[src/rtl/mux_n_1_pipe.sv]
// N:1 registered multiplexer with valid/ready handshake.
// MODE=0 selects the channel named by sel; MODE=1 round-robins over the valid channels.
module mux_n_1_pipe #(
  parameter int WIDTH  = 32,
  parameter int NUM_IN = 2,
  parameter int MODE   = 0,
  parameter int SEL_W  = $clog2(NUM_IN)
) (
  input  logic                     clk,
  input  logic                     rst,
  input  logic [NUM_IN*WIDTH-1:0]  in_data,
  input  logic [NUM_IN-1:0]        in_valid,
  output logic [NUM_IN-1:0]        in_ready,
  input  logic [SEL_W-1:0]         sel,
  input  logic                     flush,
  output logic [WIDTH-1:0]         out_data,
  output logic [SEL_W-1:0]         out_src,
  output logic                     out_valid,
  input  logic                     out_ready
);

  localparam logic [SEL_W:0]   NUM_IN_X = (SEL_W+1)'(NUM_IN);
  localparam logic [SEL_W-1:0] LAST_IDX = SEL_W'(NUM_IN - 1);

  logic              out_valid_q, out_valid_d;
  logic [WIDTH-1:0]  out_data_q, out_data_d;
  logic [SEL_W-1:0]  out_src_q, out_src_d;
  logic [SEL_W-1:0]  ptr_q, ptr_d;

  logic              can_load;
  logic              pick_ok;
  logic [SEL_W-1:0]  pick_idx;
  logic [SEL_W:0]    cand;
  logic [WIDTH-1:0]  pick_data;
  logic              accept;

  assign can_load = !flush && (!out_valid_q || out_ready);

  // Candidate index is one bit wider so ptr+k never overflows before the explicit wrap.
  always_comb begin : choose
    pick_ok  = 1'b0;
    pick_idx = '0;
    cand     = '0;
    if (MODE == 1) begin
      for (int k = 0; k < NUM_IN; k++) begin
        cand = {1'b0, ptr_q} + (SEL_W+1)'(k);
        if (cand >= NUM_IN_X) cand = cand - NUM_IN_X;
        if (!pick_ok && in_valid[cand[SEL_W-1:0]]) begin
          pick_ok  = 1'b1;
          pick_idx = cand[SEL_W-1:0];
        end
      end
    end else begin
      pick_ok  = ({1'b0, sel} < NUM_IN_X);
      pick_idx = sel;
    end
  end

  always_comb begin : route
    in_ready  = '0;
    pick_data = '0;
    for (int i = 0; i < NUM_IN; i++) begin
      if (SEL_W'(i) == pick_idx) begin
        in_ready[i] = can_load && pick_ok && !rst;
        pick_data   = in_data[i*WIDTH +: WIDTH];
      end
    end
  end

  assign accept = |(in_ready & in_valid);

  always_comb begin : next_state
    out_valid_d = out_valid_q;
    out_data_d  = out_data_q;
    out_src_d   = out_src_q;
    ptr_d       = ptr_q;
    if (flush)          out_valid_d = 1'b0;
    else if (accept)    out_valid_d = 1'b1;
    else if (out_ready) out_valid_d = 1'b0;
    if (accept) begin
      out_data_d = pick_data;
      out_src_d  = pick_idx;
      if (MODE == 1) ptr_d = (pick_idx == LAST_IDX) ? '0 : pick_idx + SEL_W'(1);
    end
  end

  // Output register stage
  always_ff @(posedge clk or posedge rst) begin
    if (rst) begin
      out_valid_q <= 1'b0;
      out_data_q  <= '0;
      out_src_q   <= '0;
      ptr_q       <= '0;
    end else begin
      out_valid_q <= out_valid_d;
      out_data_q  <= out_data_d;
      out_src_q   <= out_src_d;
      ptr_q       <= ptr_d;
    end
  end

  assign out_valid = out_valid_q;
  assign out_data  = out_data_q;
  assign out_src   = out_src_q;

endmodule
[config.mk]
export PLATFORM = sky130hd
export DESIGN_NAME = mux_n_1_pipe
export DESIGN_NICKNAME = d
export VERILOG_FILES = /design/src/rtl/mux_n_1_pipe.sv
export SDC_FILE = /design/constraint.sdc
export NUM_CORES = 1
export LEC_CHECK = 0
export BUFFER_PORTS_ARGS = -buffer_cell sky130_fd_sc_hd__buf_2
export CELL_PAD_IN_SITES_DETAIL_PLACEMENT = 1
export CELL_PAD_IN_SITES_GLOBAL_PLACEMENT = 2
export CORE_ASPECT_RATIO = 1.5
export CORE_MARGIN = 10
export CORE_UTILIZATION = 28
export CTS_BUF_LIST = sky130_fd_sc_hd__clkbuf_8
export DETAILED_ROUTE_END_ITERATION = 7
export PLACE_DENSITY = 0.84
export SLEW_MARGIN = 20
export SYNTH_ARGS = -nofsm -noshare
export SYNTH_HDL_FRONTEND = slang
export SYNTH_SLANG_ARGS = --single-unit
[constraint.sdc]
create_clock -name clk -period 1.69 [get_ports clk]
set_input_delay 0.169 -clock clk [delete_from_list [all_inputs] [get_ports clk]]
set_output_delay 0.169 -clock clk [all_outputs]
set_load 0.005 [all_outputs]
==> flow_metrics.py <==
metrics = {
    "outcome": {
        "status": "finished clean",
    },
    "finish": {
        "drive_gt1_frac": 0.793,
        "diodes": 0,
        "finalNetCount": 302,
        "fin_area_mm2": 0.00257,
        "area_delta_synth_final_pct": 40.6,
        "final_cells": 308,
    },
    "clocking": {
        "cts.sinks": 34,
        "h-tree-depth": 2,
        "cts_tree": "built",
        "insertion_delay_ns": 0.27,
        "root_buffer": "clkbuf_8",
        "cts_buffer_depth": 2,
        "clkTransAtPathRegs_ns": 0.07,
        "postCtsSetupBuffers": 0,
        "cts_made_buffers": 5,
        "cts_resized": 0,
    },
    "logic_synthesis": {
        "yosysUniqueCellTypes": 16,
        "ys_seq_area_frac": 0.466,
        "synth.avg_cell_area_um2": 15.5,
        "yosysTopAreaCell": "dfrtp_1",
        "ys_ff_latch": 34,
        "syn_inst": 118,
        "syn_area_mm2": 0.00183,
        "syn-num-nets": 189,
        "synth_area_leaders": "dfrtp_1, mux2_4, mux2_2",
        "yosysTopAreaCellShare": 0.466,
        "ys_warn_count": 0,
    },
    "worst_setup_path": {
        "crit_required_ns": 1.85,
        "arrival_ns": 1.58,
        "path_max_fanout": 14,
        "critPathKind": "reg -> reg",
        "cp-start-kind": "flip-flop",
        "crit_path_end_kind": "flip-flop",
    },
    "routing": {
        "num_vias": 1376,
        "drtPass1Iterations": 2,
        "via_per_inst": 4.47,
        "routed_wirelength_um": 5390,
        "drt_iter0_markers": 20,
        "wire_per_inst_um": 17.5,
        "ant_nets": 0,
        "drc_errors": 0,
    },
    "floorplanning": {
        "top_level_ports": 107,
        "die-area_mm2": 0.0102,
        "chipHeight_um": 119,
        "num_rows": 36,
        "start_util": 0.284,
        "dieWidth_um": 86.0,
        "core_area_mm2": 0.00644,
    },
    "placement": {
        "io_buffers": 106,
        "gp_congestion": 0.760,
        "dp.cells": 299,
        "dp_hpwl_um": 4550,
        "placed_area_mm2": 0.00245,
    },
    "hold_path": {
        "hp-class": "in -> reg",
    },
    "timing": {
        "finalSetupTns_ns": 0,
        "clock_skew_ns": 0.00822,
        "worstMarginPinSlew_ns": 0.396,
        "fin_crit_sh": 0.841,
        "fmaxAchievable_mhz": 704,
        "setup_viol": 0,
        "hold_violations": 0,
        "rsz0062_at_grt": "false",
        "layout_min_cycle_time_ns": 1.42,
        "max_slew_margin": 0.735,
        "slew_viol_final": 0,
    },
    "power": {
        "total_power_mw": 2.56,
        "p_leak_nw": 1.38,
        "ir_worst_vdd_mv": 0.317,
        "powerDensity_mw_per_mm2": 997,
    },
    "run": {
        "cap_violations": 0,
    },
    "global_routing": {
        "grtUsageTotal": 0.104,
        "overflow": 0,
        "first_global_vias": 1658,
        "antenna_found_initial": 0,
        "grt_pass1_wl_um": 8480,
        "grt_max_degree": 22,
    },
}
cells by family (layout without fill, tap and decap cells):
logic type | Yosys count | in the layout | synth area share
compound gates | 3 | 3 | 0.0110
buf+inv | 9 | 123 | 0.0356
flops | 34 | 34 | 0.466
mux | 65 | 65 | 0.462
simple gates | 7 | 7 | 0.0253
critical path: stages (launching register included):
cell and delay [ns]:
dfrtp_1 0.39, nand2b_1 0.22, nand3_4 0.12, buf_4 0.24, mux2_4 0.33
sequential cells by signal, indices dropped and copies added (netlist names):
name	flops
out_valid	1
out_src	1
out_data	32
layer usage:
| layer | share of wire | track usage | up-vias | routed length (um) |
|---|---|---|---|---|
| li1 | - | - | 649 | - |
| met1 | 0.31 | 0.0853 | 676 | 1680 |
| met2 | 0.61 | 0.211 | 49 | 3270 |
| met3 | 0.072 | 0.0389 | 2 | 390 |
| met4 | 0.010 | 0.0372 | 0 | 54 |
| met5 | 0 | 0 | - | 0 |
worst paths after layout:
check | slack, ns | endpoint | startpoint | depth (start not counted)
max reg2reg | 0.27 | out_data[5] | out_valid | 4
min in group asynchronous | 0.50 | out_data[5] | rst | 4
min | 0.07 | out_valid | flush | 2
max in group asynchronous | 0.93 | out_data[15] | rst | 4
max | 0.27 | out_data[5] | out_valid | 4
min reg2reg | 0.50 | out_data[29] | out_data[29] | 1
layout make-up:
type	count	area (um^2)
clock buffers	5	68.8
multi-input cells	75	911
fillers	740	3870
flip-flops and latches	34	851
inverters	2	7.51
clock inverters	3	37.5
repair buffers	113	598
well taps	76	95.1
metrics by stage:
stage               utilization  setup WS [ns]  hold WS, ns
global route              0.399          0.207       0.0572
global placement          0.381          0.289        0.213
finish                    0.399          0.269       0.0656
floorplan                     -          0.330        0.232
detailed placement        0.381          0.249        0.211
CTS                       0.399          0.269       0.0539
power by group:
part / switching, mW / internal (mW)
Sequential: 0.102 / 1.00
Combinational: 0.267 / 0.496
Clock: 0.263 / 0.429
Total: 0.632 / 1.93
Yosys cell counts:
master,count
nand2_1,1
a2bb2oi_1,1
buf_2,1
buf_6,4
clkbuf_1,2
mux2_2,35
inv_1,2
a31oi_1,1
nand2b_1,1
nor2_1,2
dfrtp_1,34
and3_1,1
a21oi_1,1
nand3_1,1
mux2_4,30
nand3_4,1
cells in the final DEF (no fill, tap or decap), drive strengths merged:
cell type,n
dfrtp,34
bufinv,1
nor2,2
a21oi,1
clkbuf,5
nand2b,1
dlygate4sd3,1
nand3,2
a2bb2oi,1
mux2,65
and3,1
nand2,1
a31oi,1
inv,4
buf,112
repair_timing:
item / CTS / global route
hold endpoints to repair: 34 / 0
hold buffers: 1 / 0
setup endpoints to repair: 0 / 0
Power figures use the tool's default switching activity.
